$ cat config.mk
export PLATFORM = sky130hd
export DESIGN_NAME = bcd_down_timer
export DESIGN_NICKNAME = d
export VERILOG_FILES = /design/src/rtl/bcd_down_timer.sv
export SDC_FILE = /design/constraint.sdc
export NUM_CORES = 1
export LEC_CHECK = 0
export CORE_MARGIN = 1
export CORE_UTILIZATION = 35
export CTS_CLUSTER_DIAMETER = 120
export DETAILED_ROUTE_END_ITERATION = 7
export GPL_TIMING_DRIVEN = 0
export PLACE_DENSITY = 0.66
export SYNTH_ARGS = -nofsm -noshare
export SYNTH_HDL_FRONTEND = slang
export SYNTH_SLANG_ARGS = --single-unit
$ cat constraint.sdc
create_clock -name clk -period 6.45 [get_ports clk]
set_input_delay 1.29 -clock clk [delete_from_list [all_inputs] [get_ports clk]]
set_output_delay 1.29 -clock clk [all_outputs]
set_load 0.01 [all_outputs]
$ cat src/rtl/bcd_down_timer.sv
// Multi-digit BCD countdown timer with programmable prescaler, pause/run control
// and a one-cycle expiry pulse for the game-control FSM.
module bcd_down_timer #(
  parameter int DIGITS   = 2,
  parameter int PRESCALE = 50000000,
  parameter int PS_W     = 26
) (
  input  logic                  clk,
  input  logic                  resetN,
  input  logic                  loadN,
  input  logic                  start,
  input  logic                  pause,
  input  logic                  enable,
  input  logic [4*DIGITS-1:0]   datain,
  output logic [4*DIGITS-1:0]   count,
  output logic                  tick,
  output logic                  running,
  output logic                  expired,
  output logic                  tc,
  output logic [1:0]            state_dbg
);

  localparam int CW = 4 * DIGITS;

  localparam logic [1:0] S_IDLE    = 2'd0;
  localparam logic [1:0] S_RUN     = 2'd1;
  localparam logic [1:0] S_PAUSE   = 2'd2;
  localparam logic [1:0] S_EXPIRED = 2'd3;

  localparam logic [PS_W-1:0] PS_LAST = PS_W'(PRESCALE - 1);

  logic [1:0]      state, state_n;
  logic [PS_W-1:0] ps, ps_n;
  logic [CW-1:0]   count_n;
  logic            tick_n, exp_n, advance;

  // Out-of-range digits load as 9 so the display never shows a non-BCD glyph.
  function automatic logic [CW-1:0] bcd_clamp(input logic [CW-1:0] v);
    bcd_clamp = v;
    for (int i = 0; i < DIGITS; i++) begin
      if (v[4*i +: 4] > 4'd9) bcd_clamp[4*i +: 4] = 4'd9;
    end
  endfunction

  // Ripple-borrow decrement: a zero digit becomes 9 and borrows from the next.
  function automatic logic [CW-1:0] bcd_dec(input logic [CW-1:0] v);
    logic borrow;
    bcd_dec = v;
    borrow  = 1'b1;
    for (int i = 0; i < DIGITS; i++) begin
      if (borrow) begin
        if (v[4*i +: 4] == 4'd0) begin
          bcd_dec[4*i +: 4] = 4'd9;
        end else begin
          bcd_dec[4*i +: 4] = v[4*i +: 4] - 4'd1;
          borrow = 1'b0;
        end
      end
    end
  endfunction

  always_comb begin
    state_n = state;
    ps_n    = ps;
    count_n = count;
    tick_n  = 1'b0;
    exp_n   = 1'b0;
    advance = 1'b0;
    if (!loadN) begin
      count_n = bcd_clamp(datain);
      ps_n    = '0;
      state_n = S_IDLE;
    end else begin
      case (state)
        S_IDLE, S_EXPIRED: begin
          if (start && !tc) begin
            state_n = S_RUN;
            ps_n    = '0;
          end
        end
        S_RUN: begin
          if (pause) state_n = S_PAUSE;
          else       advance = enable;
        end
        S_PAUSE: begin
          // The release cycle counts as a run cycle, so paused time is exactly
          // the cycles pause was high.
          if (!pause) begin
            state_n = S_RUN;
            advance = enable;
          end
        end
        default: state_n = S_IDLE;
      endcase
    end
    if (advance) begin
      if (ps == PS_LAST) begin
        ps_n    = '0;
        count_n = bcd_dec(count);
        tick_n  = 1'b1;
        if (count_n == '0) begin
          state_n = S_EXPIRED;
          exp_n   = 1'b1;
        end
      end else begin
        ps_n = ps + 1'b1;
      end
    end
  end

  always_ff @(posedge clk or negedge resetN) begin
    if (!resetN) begin
      state   <= S_IDLE;
      ps      <= '0;
      count   <= '0;
      tick    <= 1'b0;
      expired <= 1'b0;
    end else begin
      state   <= state_n;
      ps      <= ps_n;
      count   <= count_n;
      tick    <= tick_n;
      expired <= exp_n;
    end
  end

  assign tc        = (count == '0);
  assign running   = (state == S_RUN);
  assign state_dbg = state;

endmodule
==> reports/summary.txt, run 1 <==
status: finished clean
Via density: 6.15
postcts setup bufs: 0
synth top area cells: dfrtp_1 (40%), a31oi_1 (7.7%), nand4_1 (4.0%)
top_reg_cell synth: dfrtp_1
detailed placer's ending HPWL: 4.65 mm
Synth Register Bits: 38
final instance area: 2830 sq um
Die Span X: 84.2 um
main combinational cell family by area after synthesis: simple AND/OR/NAND/NOR gates
CP Class: input port to register
Commonest cells post-synth: dfrtp_1 (38), a31oi_1 (29), nand2_1 (22), inv_1 (15), nand4_1 (15)
ys async rst share: 1.00
FF-to-FF End: ps[0]
ANT nets after route: 0
critical path peak fanout: 10
multiplexer share of the synthesized area: 0.00423
max incr delay on CP: 0.48 ns
Avg WL per Cell: 17.5 um
Crit-path slowest cell: clkbuf_1
Worst-path clk slew: 0.08 ns
nature of the critical path startpoint: input port
Placed Area: 2750 sq um
hold path startpoint: ps[25]
die area: 7100 sq um
CTS H-Tree Depth: 2
Sequential Power Share: 0.507
synth unique cells: 51
# DRC: 0
port bufs: 27
Slew headroom: 0.594
WL final: 6.72 mm
Worst setup EP type: register
Synth Instances: 273
share of cells above drive strength 1: 0.0717
Worst Tran Pin Value: 0.609 ns
reg2reg setup slack: 3.70 ns
clk_lat worst skew: 0.30 ns
root buf cell: clkbuf_8
synth warn: 0
Critical R2R Launch: state_dbg[0]
register area share after synthesis: 0.402
Finished Layout Cells: 384
Hold Vio Cnt, Final: 0
number of enable flip-flop cells after synthesis: 0
simple-gate share of the synthesized area: 0.290
n_diodes: 0
dpl cells: 378
Worst Hold Path Cells: 1
largest net degree at the start of global routing: 25
R2R cell count: 8
cell accounting for the most synthesized area: dfrtp_1
Syn Nets: 290
Final Slew Violations: 0
IO Count: 28
worst hold path type: register to register
Cell Pwr Density: 176 nW/um^2
XOR/XNOR share of the synthesized area: 0.0111
Die Ht: 84.2 um
crit path DAT: 3.56 ns
Worst Hold End: ps[25]
RSZ-0062 raised after global routing: no
core area: 6420 sq um
clock skew: 0.00675 ns
GPL Wtd Cong: 0.855
Clk network pwr share: 0.338
Pre-antenna DRT Iters: 5
Critical Path, Cell by Cell: clkdlybuf4s50_1, or3b_1, clkbuf_2, nor2_1, clkbuf_1, nand2_1, o21ai_0
FP Rows: 29
Starting DRT DRC Count: 200
Compound-Gate Fraction of Synth Area: 0.217
post-synthesis cell area: 2370 sq um
Fin Hold WS: 0.496 ns
effective utilization at floorplan: 0.369
vias in the first global route: 2277
total power: 0.500 mW
All-Layer GR Usage: 0.202
initial antenna violation count: 0
clk buf depth: 2
Final nets: 325
NetSw: 0.136 mW
Vias: 2360
P_int: 0.364 mW
setup TNS: 0 ns
synthesized area per cell: 8.67 sq um
WP data required: 6.66 ns
area added between synthesis and finish: 19.6%
CTS Buf Count: 5
# setup viols final: 0
LEAKAGE: 1.14 nW
CTS tree: yes
grt ovf: 0
global-route wire length before repair: 11.3 mm
Max VDD drop: 0.0838 mV
Final min period: 3.35 ns
CTS resizes: 0
clk sinks: 38
Max Cap Viol: 0
Gate power share: 0.154
post-synth top area share: 0.402
count leader, synth: dfrtp_1
Synth Area in Adders: 0.0159
period utilization: 0.520
cts hold-fix bufs: 0
Max Clk Rate: 298 MHz
Sw Ratio: 0.272
[state kept, by name, indices dropped and copies added (netlist names)]
signal and cells:
ps 26, count 8, state_dbg 2, expired 1
tick 1
[layout by cell type, fill, tap and decap left out, types with 3 or more instances in the layout]
master           instances
buf_2                    8
and3_1                  10
o21a_1                   4
o21ai_0                 11
and2_1                   5
nand2_1                 22
nand4_1                 15
clkdlybuf4s50_1         26
clkbuf_1                 9
a21oi_1                  5
nand3_1                 14
or3_1                    8
a211o_1                  3
dfrtp_1                 38
a31oi_1                 29
clkbuf_8                 6
nor3_1                   9
and4_1                   8
ha_1                     3
inv_1                   15
nor2_1                  12
nor4_1                   5
[layout make-up]
class / count / area, sq um
Fill cell: 650 / 3590
Clock buffer: 6 / 82.6
Inverter: 15 / 56.3
Tap cell: 77 / 96.3
Timing Repair Buffer: 28 / 285
Multi-Input combinational cell: 202 / 1270
Sequential cell: 38 / 951
Buffer: 18 / 85.1
[layer usage]
metal  track usage  share of wire  vias up
met1         0.269           0.47     1154
met4        0.0643          0.019        0
li1              -              -     1109
met2         0.326           0.46       82
met5             0              0        -
met3        0.0452          0.046       15
[cell families after synthesis]
family          after synthesis
compound gates               74
simple gates                121
fa+ha+maj                     3
xor+xnor                      3
buf+inv                      33
mux                           1
flops                        38
[how the worst max path moves through the flow]
stage                  start       end  slack [ns]  cells past startpoint
floorplan              pause  count[4]        3.73                      6
global route        count[0]        tc        2.95                      4
finish                 pause     ps[0]        3.10                      7
detailed placement     pause     ps[0]        2.80                      7
global placement       pause     ps[0]        2.86                      7
CTS                    pause     ps[0]        3.10                      7
[worst max-delay path, delay by kind of cell]
| kind | cells | cell delay (ns) |
|---|---|---|
| buffers and inverters | 3 | 1.08 |
| and+or+nand+nor | 3 | 0.98 |
| AOI/OAI and AO/OA | 1 | 0.21 |
[through the flow]
step,utilization,worst slack [ns]
2_1_floorplan,-,3.73
3_3_place_gp,0.426,2.86
3_5_place_dp,0.428,2.80
4_1_cts,0.441,3.10
5_1_grt,0.441,2.95
6_report,0.441,3.10
[power groups by stage]
stage          Sequential (mW)  Clock [mW]  Combinational [mW]
3_3_place_gp             0.258           0              0.0751
6_report                 0.253       0.169              0.0771
5_1_grt                  0.255       0.181              0.0845
4_1_cts                  0.253       0.171              0.0774
2_1_floorplan            0.259           0              0.0377
3_5_place_dp             0.258           0              0.0771
Note: power is estimated with default switching activity, not from simulation.
==> run 2, diff against run 1 <==
==> constraint.sdc (replaced) <==
create_clock -name clk -period 3.2 [get_ports clk]
set_input_delay 0.64 -clock clk [delete_from_list [all_inputs] [get_ports clk]]
set_output_delay 0.64 -clock clk [all_outputs]
set_load 0.01 [all_outputs]
==> results of run 2 <==
Same layout as run 1 (identical final DEF). Status: finished clean.
Among the figures that moved: setup slack after placement 2.80 ns -> 0.200 ns; setup slack after layout 3.10 ns -> 0.450 ns; hold slack 0.496 ns -> 0.255 ns; start point of the critical path pause -> state_dbg[0]; register-to-register setup slack 3.70 ns -> 0.45 ns; total power 0.500 mW -> 1.01 mW; worst IR drop on VDD 0.0838 mV -> 0.169 mV
